File: config.mk
export PLATFORM = sky130hd
export DESIGN_NAME = regfile_wb_scoreboard
export DESIGN_NICKNAME = d
export VERILOG_FILES = /design/src/rtl/regfile_pkg.sv /design/src/rtl/regfile_wb_scoreboard_onehot_decoder.sv /design/src/rtl/regfile_wb_scoreboard.sv
export SDC_FILE = /design/constraint.sdc
export NUM_CORES = 1
export LEC_CHECK = 0
export ABC_CLOCK_PERIOD_IN_PS = 2400
export BUFFER_PORTS_ARGS = -buffer_cell sky130_fd_sc_hd__buf_2
export CAP_MARGIN = 20
export CORE_MARGIN = 5
export CORE_UTILIZATION = 35
export DETAILED_ROUTE_END_ITERATION = 8
export PLACE_DENSITY_LB_ADDON = 0.12
export SLEW_MARGIN = 30
export SYNTH_ARGS = -nofsm -noshare
export SYNTH_HDL_FRONTEND = slang
export SYNTH_HIERARCHICAL = 1
export SYNTH_SLANG_ARGS = --single-unit
File: constraint.sdc
create_clock -name clk -period 2.4 [get_ports clk]
set_input_delay 0.24 -clock clk [delete_from_list [all_inputs] [get_ports clk]]
set_output_delay 0.24 -clock clk [all_outputs]
set_load 0.02 [all_outputs]
File: src/rtl/regfile_pkg.sv
// Shared defaults and helpers for the register-file writeback scoreboard.
package regfile_pkg;

    localparam int ADDR_W_DEFAULT   = 5;
    localparam int ZERO_REG_DEFAULT = 31;
    localparam int NREGS_DEFAULT    = 2 ** ADDR_W_DEFAULT;

    function automatic logic [NREGS_DEFAULT-1:0] onehot(input logic [ADDR_W_DEFAULT-1:0] addr);
        logic [NREGS_DEFAULT-1:0] v;
        v       = '0;
        v[addr] = 1'b1;
        return v;
    endfunction

endpackage

File: src/rtl/regfile_wb_scoreboard_onehot_decoder.sv
// Combinational ADDR_W-to-2**ADDR_W one-hot decoder with enable.
module onehot_decoder #(
    parameter int ADDR_W = 5,
    localparam int NOUT  = 2 ** ADDR_W
) (
    input  logic              en_i,
    input  logic [ADDR_W-1:0] addr_i,
    output logic [NOUT-1:0]   dec_o
);

    for (genvar i = 0; i < NOUT; i++) begin : g_dec
        assign dec_o[i] = en_i && (addr_i == ADDR_W'(i));
    end

endmodule

File: src/rtl/regfile_wb_scoreboard.sv
// Registered writeback decode plus per-register busy scoreboard that drives
// issue stalls and source-operand hazard flags.
module regfile_wb_scoreboard
    import regfile_pkg::*;
#(
    parameter int ADDR_W       = ADDR_W_DEFAULT,
    parameter bit HAS_ZERO_REG = 1'b1,
    parameter int ZERO_REG     = ZERO_REG_DEFAULT,
    localparam int NREGS       = 2 ** ADDR_W
) (
    input  logic              clk,
    input  logic              reset,
    input  logic              en,
    input  logic              wb_valid,
    input  logic [ADDR_W-1:0] wb_addr,
    output logic [NREGS-1:0]  wr_en,
    input  logic              iss_valid,
    input  logic [ADDR_W-1:0] iss_addr,
    output logic              iss_ready,
    input  logic [ADDR_W-1:0] rd_addr_a,
    input  logic [ADDR_W-1:0] rd_addr_b,
    output logic              hazard_a,
    output logic              hazard_b,
    output logic [NREGS-1:0]  busy,
    output logic              err_wb_idle
);

    function automatic logic is_zero(input logic [ADDR_W-1:0] a);
        return HAS_ZERO_REG && (a == ADDR_W'(ZERO_REG));
    endfunction

    logic [NREGS-1:0] wr_en_q, wr_en_d;
    logic [NREGS-1:0] busy_q, busy_d;
    logic             err_q, err_d;

    logic             wb_fire, iss_fire, wb_hits_iss;
    logic [NREGS-1:0] wb_mask, set_mask;

    assign wb_fire     = en && wb_valid && !is_zero(wb_addr);
    assign wb_hits_iss = wb_fire && (wb_addr == iss_addr);
    // A busy destination may still issue if its producer retires this same cycle.
    assign iss_ready   = !iss_valid || is_zero(iss_addr) || !busy_q[iss_addr] || wb_hits_iss;
    assign iss_fire    = en && iss_valid && iss_ready && !is_zero(iss_addr);

    onehot_decoder #(.ADDR_W(ADDR_W)) u_wb_dec (
        .en_i   (wb_fire),
        .addr_i (wb_addr),
        .dec_o  (wb_mask)
    );

    onehot_decoder #(.ADDR_W(ADDR_W)) u_iss_dec (
        .en_i   (iss_fire),
        .addr_i (iss_addr),
        .dec_o  (set_mask)
    );

    always_comb begin
        wr_en_d = wb_mask;
        // Set applied after clear so a new producer claims a register retiring now.
        busy_d  = (busy_q & ~wb_mask) | set_mask;
        err_d   = err_q;
        if (wb_fire && !busy_q[wb_addr] && !(iss_fire && (iss_addr == wb_addr)))
            err_d = 1'b1;
    end

    always_ff @(posedge clk) begin
        if (reset) begin
            wr_en_q <= '0;
            busy_q  <= '0;
            err_q   <= 1'b0;
        end else begin
            wr_en_q <= wr_en_d;
            busy_q  <= busy_d;
            err_q   <= err_d;
        end
    end

    assign wr_en       = wr_en_q;
    assign busy        = busy_q;
    assign err_wb_idle = err_q;
    assign hazard_a    = !is_zero(rd_addr_a) && busy_q[rd_addr_a];
    assign hazard_b    = !is_zero(rd_addr_b) && busy_q[rd_addr_b];

endmodule

* After elaboration in Yosys (flattened, before gate mapping)
Cells that the tools add are included.
** Storage, ports and cells
- Register bits :: 65
- Input port bits :: 25
- Logic and storage cells :: 172
** Operators by class
- $lt $le $gt $ge :: 4
- Equal/unequal tests :: 66
- Muxes and demuxes :: 8
- Bitwise logic cells :: 3
- Reductions and logical operators :: 88
** Operator list (number)
- $eq A5 B5 Y1 const B :: 34
- $eq A5 B4 Y1 const B :: 16
- $logic_and A1 B1 Y1 :: 75
- $eq A5 B3 Y1 const B :: 8
- $and A32 B32 Y32 :: 1
- $not A32 Y32 :: 1
- $or A32 B32 Y32 :: 1
- $lt A5 B6 Y1 const B :: 4
- $bmux W1 S5 :: 4
- $eq A5 B2 Y1 const B :: 4
- $eq A5 B1 Y1 const B :: 2
- $eq A5 B5 Y1 :: 2
- $logic_not A5 Y1 :: 2
- $logic_not A1 Y1 :: 8
- $mux W1 :: 4
- $logic_or A1 B1 Y1 :: 3

* Longest topological paths before layout
Gate-level depths: netlist (run 1).
- Word-level depth :: 10
- Mapped depth :: 10
- Mapped depth without buffers :: 9

* Modules after synthesis
The synthesis (run 1) kept the hierarchy.
** By module, submodules not included
- regfile_wb_scoreboard :: instances 1, cells an instance 300, area each 3004.1 sq um
- onehot_decoder :: instances 2, cells an instance 47, area each 234.0 sq um

* Worst setup path after synthesis (run 1)
No wires, ideal clock.
- Path kind :: input port to flip-flop
- Start :: input iss_addr[0]
- End :: register busy_q[3] (netlist: busy[3])
- Library setup time :: 0.065 ns
- Arrival :: 2.610 ns
- Path slack :: -0.276 ns
- Cell stages on the path :: 10
- Path buffers :: 1
- Cells stage by stage :: buf_2 mux2_2 a221oi_1 o211ai_1 o2111ai_1 nor2b_1 or4b_4 nor2_1 a21oi_1 nor2_1
** On the way
- Cells in the longest elaborated chain, start to end :: 9
** RTL lines
- from (decl) :: line regfile_wb_scoreboard.sv:18 : input logic [ADDR_W-1:0] iss_addr,
- $bmux W1 S5 :: line regfile_wb_scoreboard.sv:42 : assign iss_ready = !iss_valid || is_zero(iss_addr) || !busy_q[iss_addr] || wb_hits_iss;
- $mux W1 (implied by the code) :: line regfile_wb_scoreboard.sv:42
- $logic_not A1 Y1 :: line regfile_wb_scoreboard.sv:42
- $logic_or A1 B1 Y1 :: line regfile_wb_scoreboard.sv:42
- $logic_or A1 B1 Y1 (*) :: line regfile_wb_scoreboard.sv:42
- net iss_ready :: line regfile_wb_scoreboard.sv:19 : output logic iss_ready,
- $logic_and A1 B1 Y1 (*) (2 in a row) :: line regfile_wb_scoreboard.sv:43 : assign iss_fire = en && iss_valid && iss_ready && !is_zero(iss_addr);
- net iss_fire :: line regfile_wb_scoreboard.sv:36 : logic wb_fire, iss_fire, wb_hits_iss;
- $logic_and A1 B1 Y1 (*) :: line regfile_wb_scoreboard_onehot_decoder.sv:12 : assign dec_o[i] = en_i && (addr_i == ADDR_W'(i));
- net set_mask[3] :: line regfile_wb_scoreboard.sv:37 : logic [NREGS-1:0] wb_mask, set_mask;
- $or A32 B32 Y32 (*) :: line regfile_wb_scoreboard.sv:60 : busy_d = (busy_q & ~wb_mask) | set_mask;
- to (signal assigned) :: line regfile_wb_scoreboard.sv:73 : busy_q <= busy_d;
- to (decl) :: line regfile_wb_scoreboard.sv:33 : logic [NREGS-1:0] busy_q, busy_d;
Mark *: on every way through the listed nets, which the timed path passes. The rest lies on a longest branch. The select of a mux whose other input is x is not followed.
A chain may end at the register's enable or synchronous reset.

* Final worst setup path (run 1)
- Start :: register busy_q[1] (netlist: busy[1])
- End :: output hazard_b
** On the way
- Cells in the longest elaborated chain, start to end :: 3
** RTL lines
- $bmux W1 S5 :: line regfile_wb_scoreboard.sv:82 : assign hazard_b = !is_zero(rd_addr_b) && busy_q[rd_addr_b];
- $mux W1 (implied by the code) :: line regfile_wb_scoreboard.sv:82
- $logic_and A1 B1 Y1 :: line regfile_wb_scoreboard.sv:82
- to (decl) :: line regfile_wb_scoreboard.sv:23 : output logic hazard_b,
No other way between the ends. The select of a mux whose other input is x is not followed.

==> impl_metrics.ini, run 1 <==
[outcome]
status = finished, violations left
violations = negative setup slack

[floorplanning]
dieArea_um2 = 12010
initial_core_util = 0.3569
coreArea_um2 = 9729
io_pins = 93
die_w_um = 109.6
row_count = 36
fp.dieH_um = 109.6

[finish]
fin_nets = 544
synthToLayoutAreaGrowth_pct = 32.79
multi_input_area_um2 = 1988
antennaDiodeCount = 0
fillerInstances = 1008
final_layout_size_suffix_gt1_frac = 0.3985
seq_area_um2 = 1318
layout_common_cells = nor2_1 (129), buf_2 (89), dfxtp_1 (52)
final_common_cell = nor2_1

[placed_design]
finalWeightedCongestion = 0.9874
pre_cts_slack_ps = -70.79
hpwl_um = 9462
port_buffers = 92

[logic_synthesis]
avgSynthCellArea_um2 = 8.812
syn_nets = 419
yosys_register_bits = 65
synthesis.yosys.warnings = 6
synth_edf_count = 0
synth_top_area_frac = 0.3748
synthTopCellsByArea = dfxtp_1 (37%), mux4_2 (19%), nor2_1 (14%)
syn_inst = 394
yosysSeqAreaShare = 0.3748
synth_area_um2 = 3472
ys_types = 35
async_flop_share = 0
synth_top_area_cell = dfxtp_1
synthFlopType = dfxtp_1

[detailed_routing]
drt_first_pass_iters = 4
route.detailed.drc = 0
postRouteAntennaNets = 0
wl_per_cell_um = 19.58
vias = 3401
via_per_inst = 5.192
drt_iter0_markers = 257
wirelength_um = 12830

[timing]
period_share = 1.016
hold_viol = 0
drv_slew = 0
worst_pin_slew_ps = 609.4
fin_tns_setup_ps = -62.09
whs_ps = 367.2
finalSetupViolCount = 2
fin_skew_ps = 5.911
slew_headroom = 0.5937
fmax_mhz = 410.1
rsz0062_at_grt = yes
min_period_ps = 2438
setup_ws_ps = -38.44

[worst_setup_path]
r2r-end = busy[2]$_SDFF_PP0_
crit_path_max_fanout = 5
startpoint = busy[1]$_SDFF_PP0_
end_kind = output pin
cp.arrival_ps = 2200
required_ps = 2160
r2r-start = busy[22]$_SDFF_PP0_
reg2reg_depth = 10
reg2reg_slack_ps = 10
startpoint_type = flip-flop
path_class = reg -> out
crit_end = hazard_b

[clocking]
clockBufferDepth = 2
clkTransAtPathRegs_ps = 70
clk_latency_ps = 330
cts_tree = done
cts_sinks = 65
cts_root_buffer = clkbuf_8
htreeDepth = 3
cts_made_buffers = 9

[global_routing]
grt_max_degree = 36
gr-total-overflow = 0
grt_use_total = 0.2186
first_global_vias = 3445
grt_first_pass_wirelength_um = 19300
grt_antenna_before_repair = 0

[power]
leakage_uw = 0.001978
irDropWorstVdd_uv = 241.4
power_density_nw_per_um2 = 474.4

[run]
cap_violations = 0

[worst_hold_path]
hold_path_class = in -> reg
min_path_cells = 2
## routing by layer
layer  vias up  part of all wire  track usage
li1       1604                 -            -
met1      1647              0.44       0.2923
met2       127              0.46       0.3461
met3        23             0.070      0.04521
met4         0             0.033      0.08638
met5         -                 0            0
## per-stage QoR
stage	cell area, um2	std cells	total power, uW	util
global route	4611	655	2278	0.4739
global placement	4293	631	1379	0.4412
CTS	4571	653	2208	0.4698
finish	4611	655	2187	0.4739
floorplan	3491	394	1262	-
detailed placement	4293	631	1378	0.4412
## kinds of logic after synthesis
kind of cell	synth area share
buffers and inverters	0.06414
xor gates and xnor gates	0.01261
muxes	0.2400
and+or+nand+nor	0.2332
DFF	0.3748
AOI/OAI and AO/OA	0.07532
## critical path, cell delays in order, from the launching register on
cell     delay (ps)
dfxtp_2         330
buf_4           150
mux4_2          450
mux4_2          510
mux2_4          290
buf_6           130
## cell usage after synthesis (all sizes together), types with 6 or more instances
cell type	count
a21oi	32
buf	6
clkbuf	17
dfxtp	65
inv	34
mux2	6
mux2i	9
mux4	30
nand2	10
nand4b	6
nand4bb	6
nor2	131
## layout make-up
type / count / area share
multi-input combinational: 272 / 0.4312
sequential: 65 / 0.2858
timing repair buffer: 137 / 0.1840
tap: 133 / 0.03609
clock buffer: 14 / 0.03528
inverter: 34 / 0.02768
## sequential cells by signal, summed over array words and instances, names as in the netlist
signal / flops
busy: 32
wr_en: 32
err_wb_idle: 1
## worst min-delay path by stage
stage | from | end
after floorplan | wb_addr[2] | wr_en[0]$_SDFF_PP0_
after global placement | busy[31]$_SDFF_PP0_ | busy[31]$_SDFF_PP0_
after detailed placement | busy[31]$_SDFF_PP0_ | busy[31]$_SDFF_PP0_
after CTS | reset | wr_en[3]$_SDFF_PP0_
after global routing | reset | wr_en[30]$_SDFF_PP0_
final | reset | wr_en[3]$_SDFF_PP0_
## timing repair
item / in CTS / in global routing
pin swaps: 0 / 3
hold buffers: 0 / 0
setup endpoints to repair: 2 / 34
buffers inserted: 11 / 2
resized for setup: 24 / 7
## report_power, final
part           leakage [uW]  switching [uW]  total, uW  internal (uW)
logic               0.00137             171        273            102
clock network     0.0000826             401        824            422
registers          0.000531            5.57       1090           1090
Power figures use the tool's default switching activity.
==> run 2: changes to the inputs <==
--- a/config.mk
+++ b/config.mk
@@ -10,8 +10,10 @@
 export CAP_MARGIN = 20
 export CORE_MARGIN = 5
 export CORE_UTILIZATION = 35
+export CTS_BUF_LIST = sky130_fd_sc_hd__clkbuf_4 sky130_fd_sc_hd__clkbuf_8
 export DETAILED_ROUTE_END_ITERATION = 8
 export PLACE_DENSITY_LB_ADDON = 0.12
+export SKIP_CTS_REPAIR_TIMING = 1
 export SLEW_MARGIN = 30
 export SYNTH_ARGS = -nofsm -noshare
 export SYNTH_HDL_FRONTEND = slang
==> run 2 against run 1 <==
Effect of this change: die area stayed put; wire length is 0.55% lower; critical endpoint unchanged; first-iteration DRC count is 28% lower; the flow still finishes with violations (negative setup slack); highest routed layer unchanged.
==> impl_metrics.ini, run 2 (synthesis results as in run 1) <==
[placed_design]
dp_cells = 631
finalWeightedCongestion = 0.9874
port_buffers = 92
hpwl_um = 9462

[worst_setup_path]
startpoint_type = flip-flop
r2r-end = busy[2]$_SDFF_PP0_
path_delay_family = multiplexers
required_ps = 2160
path_buf_inv = 2
cp_num_cells = 5
crit_end = hazard_b
r2r-start = busy[3]$_SDFF_PP0_
path_class = reg -> out
cp_common_cell = mux4_2
startpoint = busy[5]$_SDFF_PP0_
end_kind = output pin
crit_path_max_fanout = 5
reg2reg_depth = 10
cp_cell_sequence = buf_4 > mux4_2 > mux4_2 > mux2_4 > buf_6
reg2reg_slack_ps = 130
slowest_delay_ps = 510
cp.arrival_ps = 2220
cpMaxStageDelayCell = mux4_2

[detailed_routing]
vias = 3388
wirelength_um = 12760
via_per_inst = 5.236
postRouteAntennaNets = 0
drt_first_pass_iters = 5
route.detailed.drc = 0
wl_per_cell_um = 19.72
drt_iter0_markers = 186

[power]
power_density_nw_per_um2 = 488.3
irDropWorstVdd_uv = 242.0
leakage_uw = 0.001939

[timing]
fin_tns_setup_ps = -94.10
fin_skew_ps = 6.935
slew_headroom = 0.5955
setup_ws_ps = -56.78
period_share = 1.024
whs_ps = 365.7
fmax_mhz = 407.0
rsz0062_at_grt = yes
finalSetupViolCount = 2
min_period_ps = 2457
drv_slew = 0
hold_viol = 0
worst_pin_slew_ps = 606.8

[clocking]
cts_made_buffers = 9
clk_latency_ps = 340
cts_root_buffer = clkbuf_8
cts_sinks = 65
clockBufferDepth = 2
htreeDepth = 3
cts_tree = done
clkTransAtPathRegs_ps = 70

[finish]
synthToLayoutAreaGrowth_pct = 30.95
antennaDiodeCount = 0
final_cells = 647
layout_common_cells = nor2_1 (130), buf_2 (90), dfxtp_1 (55)
fin_nets = 536
final_layout_size_suffix_gt1_frac = 0.3833
final_common_cell = nor2_1

[global_routing]
grt_first_pass_wirelength_um = 19130
grt_use_total = 0.2170
grt_antenna_before_repair = 0
gr-total-overflow = 0
first_global_vias = 3395
grt_max_degree = 36

[worst_hold_path]
hold_start = reset
hold_path_class = in -> reg

[floorplanning]
die_w_um = 109.6
io_pins = 93
dieArea_um2 = 12010
row_count = 36
coreArea_um2 = 9729
initial_core_util = 0.3569
fp.dieH_um = 109.6

[outcome]
violations = negative setup slack
status = finished, violations left

[run]
cap_violations = 0
-- run 2: changes by cell type in the layout (fill, tap and decap cells not counted), sizes merged --
| cell | previous run | this run |
|---|---|---|
| buf | 137 | 129 |
-- run 2: through the flow --
| stage | power (uW) | setup slack [ps] | area (um2) | utilization |
|---|---|---|---|---|
| final | 2220 | -56.78 | 4547 | 0.4673 |
| after global routing | 2309 | -83.89 | 4547 | 0.4673 |
| after CTS | 2239 | -105.4 | 4467 | 0.4591 |
| after detailed placement | 1378 | -70.79 | 4293 | 0.4412 |
| after global placement | 1379 | -27.54 | 4293 | 0.4412 |
| after floorplan | 1262 | 19.20 | 3491 | - |
-- run 2: final cells by class --
cell class / instances / area, um2
clock buffers: 14 / 173.9
multi-input cells: 272 / 1976
inverters: 34 / 127.6
well taps: 133 / 166.4
repair buffers: 129 / 789.5
flip-flops and latches: 65 / 1314
fillers: 1016 / 5182
-- run 2: power by group --
group | switching (uW) | leakage [uW] | internal (uW)
Combinational | 170 | 0.00132 | 99.1
Clock | 404 | 0.0000929 | 456
Sequential | 5.34 | 0.000529 | 1090
Total | 580 | 0.00194 | 1640
-- run 2: worst min-delay path by stage --
stage                            to  slack, ps  cells after the start
6_report        wr_en[3]$_SDFF_PP0_        370                      2
5_1_grt        wr_en[30]$_SDFF_PP0_        420                      2
4_1_cts         wr_en[3]$_SDFF_PP0_        370                      2
3_5_place_dp    busy[31]$_SDFF_PP0_        530                      2
3_3_place_gp    busy[31]$_SDFF_PP0_        540                      2
2_1_floorplan   wr_en[0]$_SDFF_PP0_        520                      4
-- run 2: worst register-to-register path, cell delays in order, from the launching register on --
cell,delay [ps]
dfxtp_2,330
buf_4,130
mux4_2,430
mux2i_1,150
o211ai_1,120
o2111ai_2,120
nor2b_4,170
or4b_4,500
nor2_1,120
a21oi_1,60
nor2_1,80
-- run 2: metal layers --
layer  track usage  wire length, um  vias to the layer above
met5             0                0                        -
met4       0.07747              326                        0
met3       0.04228              926                       17
met2        0.3448             5893                      132
met1        0.2941             5609                     1652
li1              -                -                     1587
==> run 3: changes to the inputs <==
--- a/config.mk
+++ b/config.mk
@@ -5,13 +5,14 @@
 export SDC_FILE = /design/constraint.sdc
 export NUM_CORES = 1
 export LEC_CHECK = 0
-export ABC_CLOCK_PERIOD_IN_PS = 2400
+export ABC_CLOCK_PERIOD_IN_PS = 2100
 export BUFFER_PORTS_ARGS = -buffer_cell sky130_fd_sc_hd__buf_2
 export CAP_MARGIN = 20
 export CORE_MARGIN = 5
 export CORE_UTILIZATION = 35
 export CTS_BUF_LIST = sky130_fd_sc_hd__clkbuf_4 sky130_fd_sc_hd__clkbuf_8
 export DETAILED_ROUTE_END_ITERATION = 8
+export GPL_TIMING_DRIVEN = 0
 export PLACE_DENSITY_LB_ADDON = 0.12
 export SKIP_CTS_REPAIR_TIMING = 1
 export SLEW_MARGIN = 30
==> constraint.sdc (replaced) <==
create_clock -name clk -period 2.1 [get_ports clk]
set_input_delay 0.21 -clock clk [delete_from_list [all_inputs] [get_ports clk]]
set_output_delay 0.21 -clock clk [all_outputs]
set_load 0.02 [all_outputs]
==> run 3 against run 2 <==
Effect of this change: the run still ends with negative setup slack left; setup slack got worse by 160 ps; sequential power increased by 15%; global-route usage decreased by 0.098 points; critical endpoint is now busy[3]$_SDFF_PP0_; largest power group unchanged.
==> impl_metrics.ini, run 3 (synthesis results as in run 1) <==
[outcome]
status = finished, violations left
violations = negative setup slack

[finish]
final_common_cell = nor2_1
final_layout_size_suffix_gt1_frac = 0.3673
fillerInstances = 1013
antennaDiodeCount = 0
synthToLayoutAreaGrowth_pct = 27.42
fin_nets = 522
final_cells = 634
final_cell_area_um2 = 4424
layout_common_cells = nor2_1 (129), buf_2 (86), dfxtp_1 (44)
final_core_util = 0.4547

[global_routing]
grt_antenna_before_repair = 0
gr-total-overflow = 0
grt_max_degree = 15
grt_first_pass_wirelength_um = 19130
first_global_vias = 3329
grt_use_total = 0.2160

[worst_setup_path]
reg2reg_slack_ps = -220
path_buf_inv = 0
crit_path_max_fanout = 5
slowest_delay_ps = 500
required_ps = 2380
path_class = reg -> reg
r2r-end = busy[3]$_SDFF_PP0_
cp_cell_sequence = mux4_2 > mux2i_2 > o2111ai_2 > o2111ai_2 > nor2b_4 > or4b_4 > nor2_1 > a21oi_1 > nor2_1
cpMaxStageDelayCell = or4b_4
cp.arrival_ps = 2600
end_kind = flip-flop
startpoint_type = flip-flop
reg2reg_depth = 9
path_delay_family = simple AND/OR/NAND/NOR gates
r2r-start = busy[23]$_SDFF_PP0_

[placed_design]
dpl_cell_area_um2 = 4116
port_buffers = 87
hpwl_um = 8771
dp_cells = 614
finalWeightedCongestion = 0.9608

[floorplanning]
dieArea_um2 = 12010
die_w_um = 109.6
initial_core_util = 0.3569
io_pins = 93
fp.dieH_um = 109.6
coreArea_um2 = 9729
row_count = 36

[worst_hold_path]
hold-path-endpoint = busy[7]$_SDFF_PP0_
hold_start = reset
hold_path_class = in -> reg
min_path_cells = 2

[clocking]
clkTransAtPathRegs_ps = 80
htreeDepth = 3
cts_root_buffer = clkbuf_8
clockBufferDepth = 2
clk_latency_ps = 340
cts_tree = done
cts_made_buffers = 9
cts_sinks = 65

[power]
netSwitchingFraction = 0.2619
switchingPower_uw = 696.2
irDropWorstVdd_uv = 287.4
p_int_uw = 1962
pwr-share-comb = 0.115
clockPowerShare = 0.416
power_density_nw_per_um2 = 600.8
leakage_uw = 0.001817
seqPwrFrac = 0.469

[timing]
fin_skew_ps = 9.771
fin_tns_setup_ps = -4332
period_share = 1.105
hold_viol = 0
drv_slew = 0
rsz0062_at_grt = yes
setup_ws_ps = -221.5
finalSetupViolCount = 35
worst_pin_slew_ps = 715.5
fmax_mhz = 430.8
slew_headroom = 0.5230
min_period_ps = 2321

[detailed_routing]
wirelength_um = 12450
via_per_inst = 5.322
wl_per_cell_um = 19.63
vias = 3374
drt_first_pass_iters = 4
route.detailed.drc = 0
drt_iter0_markers = 241
postRouteAntennaNets = 0

[run]
cap_violations = 0
==> run 3: worst max-delay path by stage <==
stage	start	to	slack, ps	cells past startpoint
final	busy[23]$_SDFF_PP0_	busy[3]$_SDFF_PP0_	-220	9
after global routing	busy[23]$_SDFF_PP0_	busy[2]$_SDFF_PP0_	-360	9
after CTS	iss_addr[2]	busy[1]$_SDFF_PP0_	-480	11
after detailed placement	iss_addr[2]	busy[1]$_SDFF_PP0_	-830	11
after global placement	iss_addr[2]	busy[1]$_SDFF_PP0_	-830	11
after floorplan	busy[23]$_SDFF_PP0_	busy[0]$_SDFF_PP0_	-190	9
==> run 3: per-stage QoR <==
| step | hold WS (ps) | setup WS, ps | total power, uW |
|---|---|---|---|
| floorplan | 492.3 | -192.5 | 1445 |
| detailed placement | 521.3 | -825.5 | 1565 |
| finish | 309.0 | -221.5 | 2658 |
| CTS | 269.0 | -479.5 | 2668 |
| global route | 307.8 | -359.5 | 2768 |
| global placement | 527.7 | -829.8 | 1561 |
==> run 3: power groups by stage <==
stage | Sequential [uW] | Combinational [uW] | Clock, uW
6_report | 1250 | 305 | 1110
5_1_grt | 1250 | 323 | 1200
4_1_cts | 1250 | 289 | 1130
3_5_place_dp | 1280 | 288 | 0
3_3_place_gp | 1280 | 284 | 0
2_1_floorplan | 1280 | 161 | 0
==> run 3: per-layer routing <==
layer	global-route usage	vias to the layer above	part of all wire
met5	0	-	0
met4	0.06500	0	0.015
met3	0.05813	16	0.096
met2	0.3322	190	0.46
met1	0.2972	1614	0.43
li1	-	1554	-
==> run 3: worst reg2reg max path, cell delays in order, from the launching register on <==
cell       delay [ps]
dfxtp_4           360
mux4_2            470
mux2i_2           210
o2111ai_2         140
o2111ai_2         120
nor2b_4           210
or4b_4            500
nor2_1            110
a21oi_1            60
nor2_1             80
==> run 3: cell type report <==
type | instances | area [um2] | share of cell area
Clock inverter | 3 | 40.04 | 0.009050
Multi-Input combinational cell | 272 | 1988 | 0.4494
Clock buffer | 12 | 158.9 | 0.03592
Tap cell | 133 | 166.4 | 0.03761
Inverter | 34 | 131.4 | 0.02969
Timing Repair Buffer | 92 | 491.7 | 0.1111
Buffer | 23 | 115.1 | 0.02602
Sequential cell | 65 | 1333 | 0.3012
